[config.mk]
export PLATFORM = sky130hd
export DESIGN_NAME = button_debounce
export DESIGN_NICKNAME = d
export VERILOG_FILES = /design/src/rtl/button_debounce.sv
export SDC_FILE = /design/constraint.sdc
export NUM_CORES = 1
export LEC_CHECK = 0
export BUFFER_PORTS_ARGS = -buffer_cell sky130_fd_sc_hd__buf_2
export CAP_MARGIN = 30
export CORE_AREA = 10 10 202 204
export DETAILED_ROUTE_END_ITERATION = 10
export DIE_AREA = 0 0 212 214
export GPL_ROUTABILITY_DRIVEN = 0
export PLACE_DENSITY = 0.55
export SYNTH_ARGS = -nofsm -noshare
export SYNTH_HDL_FRONTEND = slang
export SYNTH_SLANG_ARGS = --single-unit
[constraint.sdc]
create_clock -name top_clkin_50 -period 2.9 [get_ports top_clkin_50]
set_input_delay 0.145 -clock top_clkin_50 [delete_from_list [all_inputs] [get_ports top_clkin_50]]
set_output_delay 0.145 -clock top_clkin_50 [all_outputs]
set_load 0.01 [all_outputs]
[src/rtl/button_debounce.sv]
// Per-button two-flop synchroniser, debouncer and press/release/long-press detector.
// Output level and strobes are registered; each bit qualifies independently.
module button_debounce #(
   parameter int WIDTH             = 4,
   parameter int DEBOUNCE_CYCLES   = 1000000,
   parameter int LONG_PRESS_CYCLES = 50000000
) (
   input  logic             top_clkin_50,
   input  logic             top_internal_reset_n,
   input  logic [WIDTH-1:0] button_n_in,
   output logic [WIDTH-1:0] button_n_out,
   output logic [WIDTH-1:0] press_pulse,
   output logic [WIDTH-1:0] release_pulse,
   output logic [WIDTH-1:0] long_press
);

   localparam int DB_W   = $clog2(DEBOUNCE_CYCLES);
   localparam int HOLD_W = $clog2(LONG_PRESS_CYCLES + 1);

   localparam logic [DB_W-1:0]   DB_LAST  = DB_W'(DEBOUNCE_CYCLES - 1);
   localparam logic [HOLD_W-1:0] HOLD_MAX = HOLD_W'(LONG_PRESS_CYCLES);
   localparam logic [HOLD_W-1:0] HOLD_PRE = HOLD_W'(LONG_PRESS_CYCLES - 1);

   typedef enum logic [1:0] {
      RELEASED   = 2'd0,
      PRESS_PEND = 2'd1,
      PRESSED    = 2'd2,
      REL_PEND   = 2'd3
   } state_t;

   logic [WIDTH-1:0] sync_meta;
   logic [WIDTH-1:0] sync_s;

   // Reset to 1 so an idle (released) button never looks like a press.
   always_ff @(posedge top_clkin_50 or negedge top_internal_reset_n) begin
      if (!top_internal_reset_n) begin
         sync_meta <= '1;
         sync_s    <= '1;
      end else begin
         sync_meta <= button_n_in;
         sync_s    <= sync_meta;
      end
   end

   for (genvar i = 0; i < WIDTH; i++) begin : g_bit
      state_t            state, state_nxt;
      logic [DB_W-1:0]   db_cnt, db_cnt_nxt;
      logic [HOLD_W-1:0] hold_cnt, hold_cnt_nxt;
      logic [HOLD_W-1:0] hold_inc;
      logic              hold_hit;
      logic              s;
      logic              level, level_nxt;
      logic              press, press_nxt;
      logic              rel, rel_nxt;
      logic              lng, lng_nxt;

      assign s        = sync_s[i];
      assign hold_inc = (hold_cnt == HOLD_MAX) ? hold_cnt : hold_cnt + HOLD_W'(1);
      assign hold_hit = (hold_cnt == HOLD_PRE);

      always_ff @(posedge top_clkin_50 or negedge top_internal_reset_n) begin
         if (!top_internal_reset_n) begin
            state    <= RELEASED;
            db_cnt   <= '0;
            hold_cnt <= '0;
            level    <= 1'b1;
            press    <= 1'b0;
            rel      <= 1'b0;
            lng      <= 1'b0;
         end else begin
            state    <= state_nxt;
            db_cnt   <= db_cnt_nxt;
            hold_cnt <= hold_cnt_nxt;
            level    <= level_nxt;
            press    <= press_nxt;
            rel      <= rel_nxt;
            lng      <= lng_nxt;
         end
      end

      always_comb begin
         state_nxt    = state;
         db_cnt_nxt   = db_cnt;
         hold_cnt_nxt = hold_cnt;
         level_nxt    = level;
         press_nxt    = 1'b0;
         rel_nxt      = 1'b0;
         lng_nxt      = lng;
         case (state)
            RELEASED: begin
               if (!s) begin
                  state_nxt  = PRESS_PEND;
                  db_cnt_nxt = DB_W'(1);
               end
            end
            PRESS_PEND: begin
               if (s) begin
                  state_nxt  = RELEASED;
                  db_cnt_nxt = '0;
               end else if (db_cnt == DB_LAST) begin
                  state_nxt    = PRESSED;
                  level_nxt    = 1'b0;
                  press_nxt    = 1'b1;
                  hold_cnt_nxt = '0;
               end else begin
                  db_cnt_nxt = db_cnt + DB_W'(1);
               end
            end
            PRESSED: begin
               hold_cnt_nxt = hold_inc;
               if (hold_hit) lng_nxt = 1'b1;
               if (s) begin
                  state_nxt  = REL_PEND;
                  db_cnt_nxt = DB_W'(1);
               end
            end
            REL_PEND: begin
               // Hold time keeps accruing so a release bounce does not reset long-press timing.
               hold_cnt_nxt = hold_inc;
               if (hold_hit) lng_nxt = 1'b1;
               if (!s) begin
                  state_nxt = PRESSED;
               end else if (db_cnt == DB_LAST) begin
                  state_nxt    = RELEASED;
                  level_nxt    = 1'b1;
                  rel_nxt      = 1'b1;
                  lng_nxt      = 1'b0;
                  hold_cnt_nxt = '0;
               end else begin
                  db_cnt_nxt = db_cnt + DB_W'(1);
               end
            end
            default: begin
               state_nxt = RELEASED;
            end
         endcase
      end

      assign button_n_out[i]  = level;
      assign press_pulse[i]   = press;
      assign release_pulse[i] = rel;
      assign long_press[i]    = lng;
   end

endmodule

======== Word level (Yosys, flattened, before mapping) ========
Index checks and enable logic that the tools add are counted.
storage, ports and cells
  flip-flop bits (word level) ............. 216
  bits in latches ......................... 0
  RAM bits ................................ 0
  memory bits (read-only) ................. 0
  bits of input ports ..................... 6
  logic and storage cells ................. 258
  memories ................................ 0
operators by class
  add/sub/neg operators ................... 8
  multipliers ............................. 0
  div/mod/pow operators ................... 0
  order comparisons ....................... 0
  equality and inequality tests ........... 56
  shift-type cells ........................ 0
  mux-type cells .......................... 132
  bitwise logic cells ..................... 0
  reduce and logical (&&, ||, !) cells .... 32
operators by type and width
  cell                                                                   count
  26-bit 2-to-1 mux                                                      20
  20-bit 2-to-1 mux                                                      20
  20-bit case mux with 4 select lines                                    4
  26-bit case mux with 3 select lines                                    4
  26-bit equality test, second input constant                            8
  26-bit by 1-bit adder with 26-bit output, second input constant        4
  20-bit by 1-bit adder with 20-bit output, second input constant        4
  20-bit equality test, second input constant                            4
  1-bit 2-to-1 mux                                                       48
  2-bit 2-to-1 mux                                                       24
  2-bit inequality test, second input constant                           24
  2-bit case mux with 4 select lines                                     4
  3-bit inequality test, second input constant                           8
  3-bit AND reduction                                                    8
  5-bit AND reduction                                                    4
  2-bit equality test, second input constant                             8
  1-bit case mux with 2 select lines                                     8
  4-bit AND reduction                                                    4
  2-bit nonzero test                                                     8
  3-bit nonzero test                                                     4
  2-bit by 1-bit equality test with 1-bit output, second input constant  4
  2-bit logical NOT                                                      4

======== Logic depth before layout (Yosys ltp) ========
Gate-level depths: netlist (run 1).
  word-level depth ........................ 5
  gate-level depth with buffers ........... 9
  depth with buffers taken out ............ 7

======== Worst setup path before layout (run 1) ========
No wires, ideal clock.
  path type ............................... reg2reg
  start point ............................. reg g_bit[2].db_cnt[7]
  end point ............................... reg g_bit[2].hold_cnt[6]
  library setup time ...................... 136 ps
  arrival time ............................ 2073 ps
  data required time ...................... 2764 ps
  setup slack ............................. 690 ps
  stages on the path, launching flop included .. 8
  path buffers ............................ 2
  period minus slack after synthesis ...... 2210 ps
  cell sequence ........................... dfrtp_1 or4b_4 nor4_4 a31oi_2 buf_2 clkbuf_1 o31ai_1 a21oi_1
between the ends
  cells in the longest elaborated chain, start to end .. 4
  elaborated cells on any way between the ends .. 6
  classes of those cells .................. 2 x eq/ne; 3 x mux; 1 x reduce/logical
RTL lines
  item                                 line      text
  start: declaration                   47        logic [DB_W-1:0] db_cnt, db_cnt_nxt;
  start signal: assignment             72        db_cnt <= db_cnt_nxt;
  20-bit equality test (*)             100, 123
  26-bit 2-to-1 mux                    123       end else if (db_cnt == DB_LAST) begin
  26-bit 2-to-1 mux                    121       if (!s) begin
  26-bit case mux with 3 select lines  89        case (state)
  end signal: assignment               73        hold_cnt <= hold_cnt_nxt;
  end: declaration                     48        logic [HOLD_W-1:0] hold_cnt, hold_cnt_nxt;
Mark *: on every way between the ends. The rest lies on a longest branch, timed or not.
A chain may end at the register's enable or synchronous reset.

======== Worst setup path in the final report (run 1) ========
  start point ............................. reg g_bit[2].db_cnt[7]
  end point ............................... reg g_bit[2].hold_cnt[22]
Same word-level chain as after synthesis.

==> metrics.yaml, run 1 <==
status:
  status: "finished clean"
synth:
  yosysUniqueCellTypes: 76
  syn_area_sq_um: 12800
  postSynth.asyncResetShare: 1.00
  synth_most_common_cell: "dfrtp_1"
  synth_edf_count: 0
  ys_warn_count: 0
  yosys_most_used_dff: "dfrtp_1"
  synth_nets: 1476
  syn_area_per_cell_sq_um: 8.75
  yosys-top-cells-area: "dfrtp_1 (40%), nand2_1 (4.1%), nand3_1 (4.0%)"
  synth_top_cell_by_area: "dfrtp_1"
  seq_area_frac_synth: 0.425
  synth_seq_cells: 216
  synth_common_cells: "dfrtp_1 (204), nand2_1 (139), nand3_1 (101), nor2_1 (100), a21oi_1 (98)"
  yosysTopAreaCellShare: 0.400
  synthCells: 1458
routing:
  num_vias: 11500
  drc: 0
  avgRoutedWirePerCell_um: 16.5
  via_per_inst: 5.83
  drt_iter0_drc: 823
  drt.antenna.violating_nets: 0
  routed_wl_um: 32500
  firstDrtPassIters: 5
floorplan:
  boundaryPins: 22
  die_area_sq_um: 45400
  die-height_um: 214
  core_area_sq_um: 37000
  initial_core_util: 0.344
  fp-row-count: 71
  die_w_um: 212
timing:
  rsz0062_at_grt: "false"
  hold_viol_final: 0
  setup_violations: 0
  fin_skew_ns: 0.0127
  drv_slew: 0
  relSlewSlack: 0.338
  max_freq_ghz: 0.408
  tns_ns: 0
  fin_crit_ns: 2.45
  tightest_slew_ns: 0.993
  period_share: 0.846
  fin_ws_ns: 0.447
power:
  p_leak_nw: 5.66
  peakVddDrop_uv: 433
  power.density_nw_per_um2: 459
  power_w: 0.00659
clock_tree:
  cts_htree_levels: 1
  clk_path_buf_depth: 3
  cts_tree: "yes"
  clk_latency_ns: 0.53
  cts_root_buf: "clkbuf_16"
  cts-buffers-inserted: 26
  cts.sinks: 216
  clk_transition_reported_paths_ns: 0.06
critical_path:
  end_kind: "register"
  crit_arrival_ns: 2.87
  crit_required_ns: 3.32
  worstSetupPathType: "reg2reg"
  path_max_fanout: 17
  cp-start-kind: "register"
placement:
  port_buffers: 21
  placed_cells: 1913
  pre_cts_ws_ns: 0.451
  hpwl_um: 21800
  dpl_cell_area_sq_um: 13500
global_routing:
  grt_pass1_vias: 10900
  grt_pass1_wl_um: 56000
  grt_max_degree: 71
  grt_util_all_layers: 0.142
  grt_overflow: 0
  antenna_found_initial: 0
finish:
  n_antenna_cell: 0
  final_cell_area_sq_um: 14300
  nFillCells: 3680
  stdcell_count: 1966
  nets: 1490
  drive_above_1_share: 0.0979
  synthToLayoutAreaGrowth_pct: 12.4
worst_hold_path:
  hold_path_class: "in2async"
flow_run:
  drv_cap: 0
-- cells by family (layout without fill, tap and decap cells) --
group | after synthesis | in the layout | share of synthesized area
compound gates | 392 | 392 | 0.197
xor+xnor | 37 | 37 | 0.0254
fa+ha+maj | 12 | 12 | 0.0118
buf+inv | 128 | 162 | 0.0441
flops | 216 | 216 | 0.425
mux | 17 | 17 | 0.0134
simple gates | 656 | 656 | 0.283
-- layout by cell type, fill, tap and decap left out, types with 14 or more instances in the layout --
cell       count
a21oi_1       98
a31oi_1       41
and2_1        19
and3_1        31
and4_1        29
buf_2         20
buf_4         46
clkbuf_16     27
dfrtp_1      204
inv_1         38
mux2i_1       16
nand2_1      139
nand2b_1      14
nand3_1      101
nand4_1       52
nor2_1       100
nor3_1        23
nor4_1        25
o211ai_1      15
o21ai_0       90
o31ai_1       39
or3_1         23
or4_1         41
xnor2_1       24
-- sequential cells by signal, indices dropped and copies added, names as in the netlist, named ones only --
name            flops
g_bit.rel           4
sync_s              4
g_bit.hold_cnt    104
g_bit.state         4
sync_meta           4
g_bit.db_cnt       80
g_bit.press         4
g_bit.lng           4
g_bit.level         4
-- metrics by stage --
| stage | utilization | hold slack [ns] |
|---|---|---|
| 2_1_floorplan | - | -0.151 |
| 4_1_cts | 0.387 | 0.179 |
| 5_1_grt | 0.387 | 0.224 |
| 3_5_place_dp | 0.363 | 0.157 |
| 3_3_place_gp | 0.363 | 0.157 |
| 6_report | 0.387 | 0.167 |
-- final timing paths --
check / cells past startpoint / endpoint / from / slack [ns]
setup / recovery: 6 / g_bit[2].hold_cnt[22] / g_bit[2].db_cnt[7] / 0.45
hold / removal: 2 / g_bit[0].db_cnt[18] / top_internal_reset_n / 0.17
setup reg to reg: 6 / g_bit[2].hold_cnt[22] / g_bit[2].db_cnt[7] / 0.45
hold reg to reg: 0 / sync_s[0] / sync_meta[0] / 0.35
max in group asynchronous: 3 / g_bit[1].level / top_internal_reset_n / 1.90
min in group top_clkin_50: 2 / sync_meta[2] / button_n_in[2] / 0.25
-- final cells by class --
class	count	area, sq um	share of cell area
clock buffer	42	782	0.0545
clock inverter	6	55.1	0.00384
inverter	39	146	0.0102
multi-input combinational	1114	6780	0.473
sequential	216	5420	0.378
tap	474	593	0.0414
timing repair buffer	75	566	0.0394
-- worst max-delay path, cell delays in order, from the launching register on --
cell and delay [ns]:
dfrtp_1 0.44, or4b_4 0.57, nor4_4 0.32, a31oi_2 0.24
buf_4 0.25, or3_1 0.39, mux2i_1 0.13
-- report_power, final --
part           switching, W  leakage, nW  total [W]  internal [W]
logic              0.000173         2.28   0.000258     0.0000855
registers         0.0000571         2.96    0.00311       0.00305
clock network       0.00130        0.414    0.00322       0.00192
-- what timing repair did --
item,4_1_cts,5_1_grt
resized for setup,0,0
buffers inserted,0,0
hold buffers,5,0
hold endpoints to repair,70,0
-- layer usage --
| layer | vias up | routed length (um) | part of all wire | GRT usage |
|---|---|---|---|---|
| met5 | - | 0 | 0 | 0 |
| met4 | 0 | 573 | 0.018 | 0.0326 |
| met3 | 42 | 1060 | 0.033 | 0.0164 |
| met2 | 194 | 15000 | 0.46 | 0.227 |
| met1 | 5647 | 15800 | 0.49 | 0.200 |
| li1 | 5577 | - | - | - |
Note: power is estimated with default switching activity, not from simulation.
==> inputs of run 2 (changes only) <==
- clock period: 2.9 -> 2.55 ns (I/O delays scaled with it)
==> run 2 against run 1 <==
  * Core utilization is 1.0 points higher
  * Register-to-register slack got worse by 0.23 ns
  * Cell count increased by 1.9%
  * Combinational power increased by 22%
  * First-iteration DRC count grew 11%
  * Fmax is 5.3% higher
  * Global-route usage up 0.059 points
  * Final area is 2.6% higher
  * Largest power group unchanged
==> metrics.yaml, run 2 (same netlist as run 1, synthesis figures left out) <==
status:
  status: "finished clean"  # unchanged
floorplan:
  fp-row-count: 71  # unchanged
  die_area_sq_um: 45400  # unchanged
  boundaryPins: 22  # unchanged
  core_area_sq_um: 37000  # unchanged
  die_w_um: 212  # unchanged
  die-height_um: 214  # unchanged
  initial_core_util: 0.344  # unchanged
clock_tree:
  cts_htree_levels: 1  # unchanged
  cts_tree: "yes"  # unchanged
  post_cts_buffers: 0  # unchanged
  clk_transition_reported_paths_ns: 0.06  # about the same
  cts-buffers-inserted: 27  # was 26
  cts.sinks: 216  # unchanged
  clk_path_buf_depth: 3  # unchanged
  clk_latency_ns: 0.54  # was 0.53 ns
  cts_root_buf: "clkbuf_16"  # unchanged
finish:
  largest_reg_flops: 104  # unchanged
  drive_above_1_share: 0.126  # was 0.0979
  synthToLayoutAreaGrowth_pct: 15.3  # was 12.4%
  top_regs: "g_bit.hold_cnt x104, g_bit.db_cnt x80"  # unchanged
  layout_commonest_cell: "dfrtp_1"  # unchanged
  stdcell_count: 2004  # was 1966
  n_antenna_cell: 0  # unchanged
  nets: 1527  # was 1490
  layout_common_cells: "dfrtp_1 (204), nand2_1 (139), nand3_1 (101)"  # unchanged
  nFillCells: 3660  # was 3680
  regMostFlops: "g_bit.hold_cnt"  # unchanged
power:
  switching_share: 0.229  # was 0.232
  p_clk_frac: 0.510  # was 0.488
  pwr-share-seq: 0.450  # was 0.472
  power_w: 0.00785  # was 0.00659 W
  p_int_w: 0.00605  # was 0.00506 W
  peakVddDrop_uv: 456  # was 433 uV
  combPwrFrac: 0.040  # was 0.039
  p_leak_nw: 5.88  # was 5.66 nW
  p_switching_w: 0.00180  # was 0.00153 W
  power.density_nw_per_um2: 534  # was 459 nW/um^2
placement:
  placed_cells: 1949  # was 1913
  port_buffers: 21  # unchanged
  hpwl_um: 22300  # was 21800 um
timing:
  hold_viol_final: 0  # unchanged
  fin_crit_ns: 2.33  # was 2.45 ns
  tightest_slew_ns: 0.798  # was 0.993 ns
  drv_slew: 0  # unchanged
  period_share: 0.914  # was 0.846
  relSlewSlack: 0.461  # was 0.338
  fin_skew_ns: 0.00766  # was 0.0127 ns
  tns_ns: 0  # unchanged
  max_freq_ghz: 0.429  # was 0.408 GHz
  rsz0062_at_grt: "false"  # unchanged
  setup_violations: 0  # unchanged
global_routing:
  grt_pass1_vias: 11200  # was 10900
  grt_util_all_layers: 0.143  # was 0.142
  grt_max_degree: 75  # was 71
  grt_overflow: 0  # unchanged
  grt_pass1_wl_um: 56400  # was 56000 um
  antenna_found_initial: 0  # unchanged
critical_path:
  cp_num_buf_inv: 1  # unchanged
  cp-start-kind: "register"  # unchanged
  end_kind: "register"  # unchanged
  crit_chain: "or4b_4, nor4_4, buf_4, a41oi_1, a41oi_1, a31oi_1"  # was or4b_4, nor4_4, a31oi_2, buf_4, or3_1, mux2i_1
  cpMostUsedCell: "a41oi_1"
  slowest_stage: "or4b_4"  # unchanged
  path_delay_family: "simple AND/OR/NAND/NOR gates"  # unchanged
  crit_required_ns: 2.96  # was 3.32 ns
  max_stage_delay_ns: 0.54  # was 0.57 ns
  crit_arrival_ns: 2.74  # was 2.87 ns
  path_max_fanout: 11  # was 17
  worstSetupPathType: "reg2reg"  # unchanged
worst_hold_path:
  hold_path_class: "in2async"  # unchanged
routing:
  avgRoutedWirePerCell_um: 16.5  # about the same
  drc: 0  # unchanged
  via_per_inst: 5.78  # was 5.83
  drt.antenna.violating_nets: 0  # unchanged
  firstDrtPassIters: 5  # unchanged
  num_vias: 11600  # was 11500
  routed_wl_um: 33000  # was 32500 um
  drt_iter0_drc: 917  # was 823
flow_run:
  drv_cap: 0  # unchanged
## run 2: final timing paths
kind,slack [ns],to,depth (start not counted),startpoint
max in group asynchronous,1.62,g_bit[1].level,3,top_internal_reset_n
worst min-delay path,0.15,g_bit[0].db_cnt[18],2,top_internal_reset_n
worst max register to register,0.22,g_bit[2].hold_cnt[25],6,g_bit[2].db_cnt[7]
min in group top_clkin_50,0.23,sync_meta[1],2,button_n_in[1]
worst min register to register,0.35,sync_s[3],0,sync_meta[3]
worst max-delay path,0.22,g_bit[2].hold_cnt[25],6,g_bit[2].db_cnt[7]
## run 2: layer usage
layer / vias up / share of wire / global-route usage
li1: 5640 / - / -
met1: 5672 / 0.49 / 0.199
met2: 217 / 0.46 / 0.225
met3: 57 / 0.036 / 0.0196
met4: 0 / 0.019 / 0.0388
met5: - / 0 / 0
## run 2: metrics by stage
step                      cell area, sq um  worst slack (ns)  hold WS [ns]   util
after floorplan                      12800             0.340        -0.168      -
after global placement               13700             0.212         0.145  0.370
after detailed placement             13700             0.192         0.151  0.370
after CTS                            14700             0.158         0.153  0.397
after global routing                 14700            0.0496         0.203  0.397
final                                14700             0.219         0.150  0.397
## run 2: cell type report
type | instances | area (sq um) | area share
Tap cell | 474 | 593 | 0.0403
Timing Repair Buffer | 111 | 828 | 0.0563
Sequential cell | 216 | 5420 | 0.368
Multi-Input combinational cell | 1114 | 6780 | 0.461
Inverter | 39 | 146 | 0.00995
Clock buffer | 34 | 742 | 0.0504
Clock inverter | 16 | 199 | 0.0135
## run 2: what timing repair did
item,4_1_cts,5_1_grt
resized for setup,0,2
hold endpoints to repair,92,0
hold buffers,5,0
endpoints found under the setup margin,0,8
## run 2: worst reg2reg max path, stage by stage, from the launching register on
cell and delay, ns:
dfrtp_1 0.38, or4b_4 0.54, nor4_4 0.30, buf_4 0.23
a41oi_1 0.39, a41oi_1 0.32, a31oi_1 0.06
## run 2: power by group through the flow
stage          registers (W)  logic [W]  clock network, W
5_1_grt              0.00354   0.000361           0.00426
3_3_place_gp         0.00359   0.000312                 0
4_1_cts              0.00353   0.000323           0.00413
2_1_floorplan        0.00357   0.000175                 0
3_5_place_dp         0.00359   0.000316                 0
6_report             0.00353   0.000316           0.00400
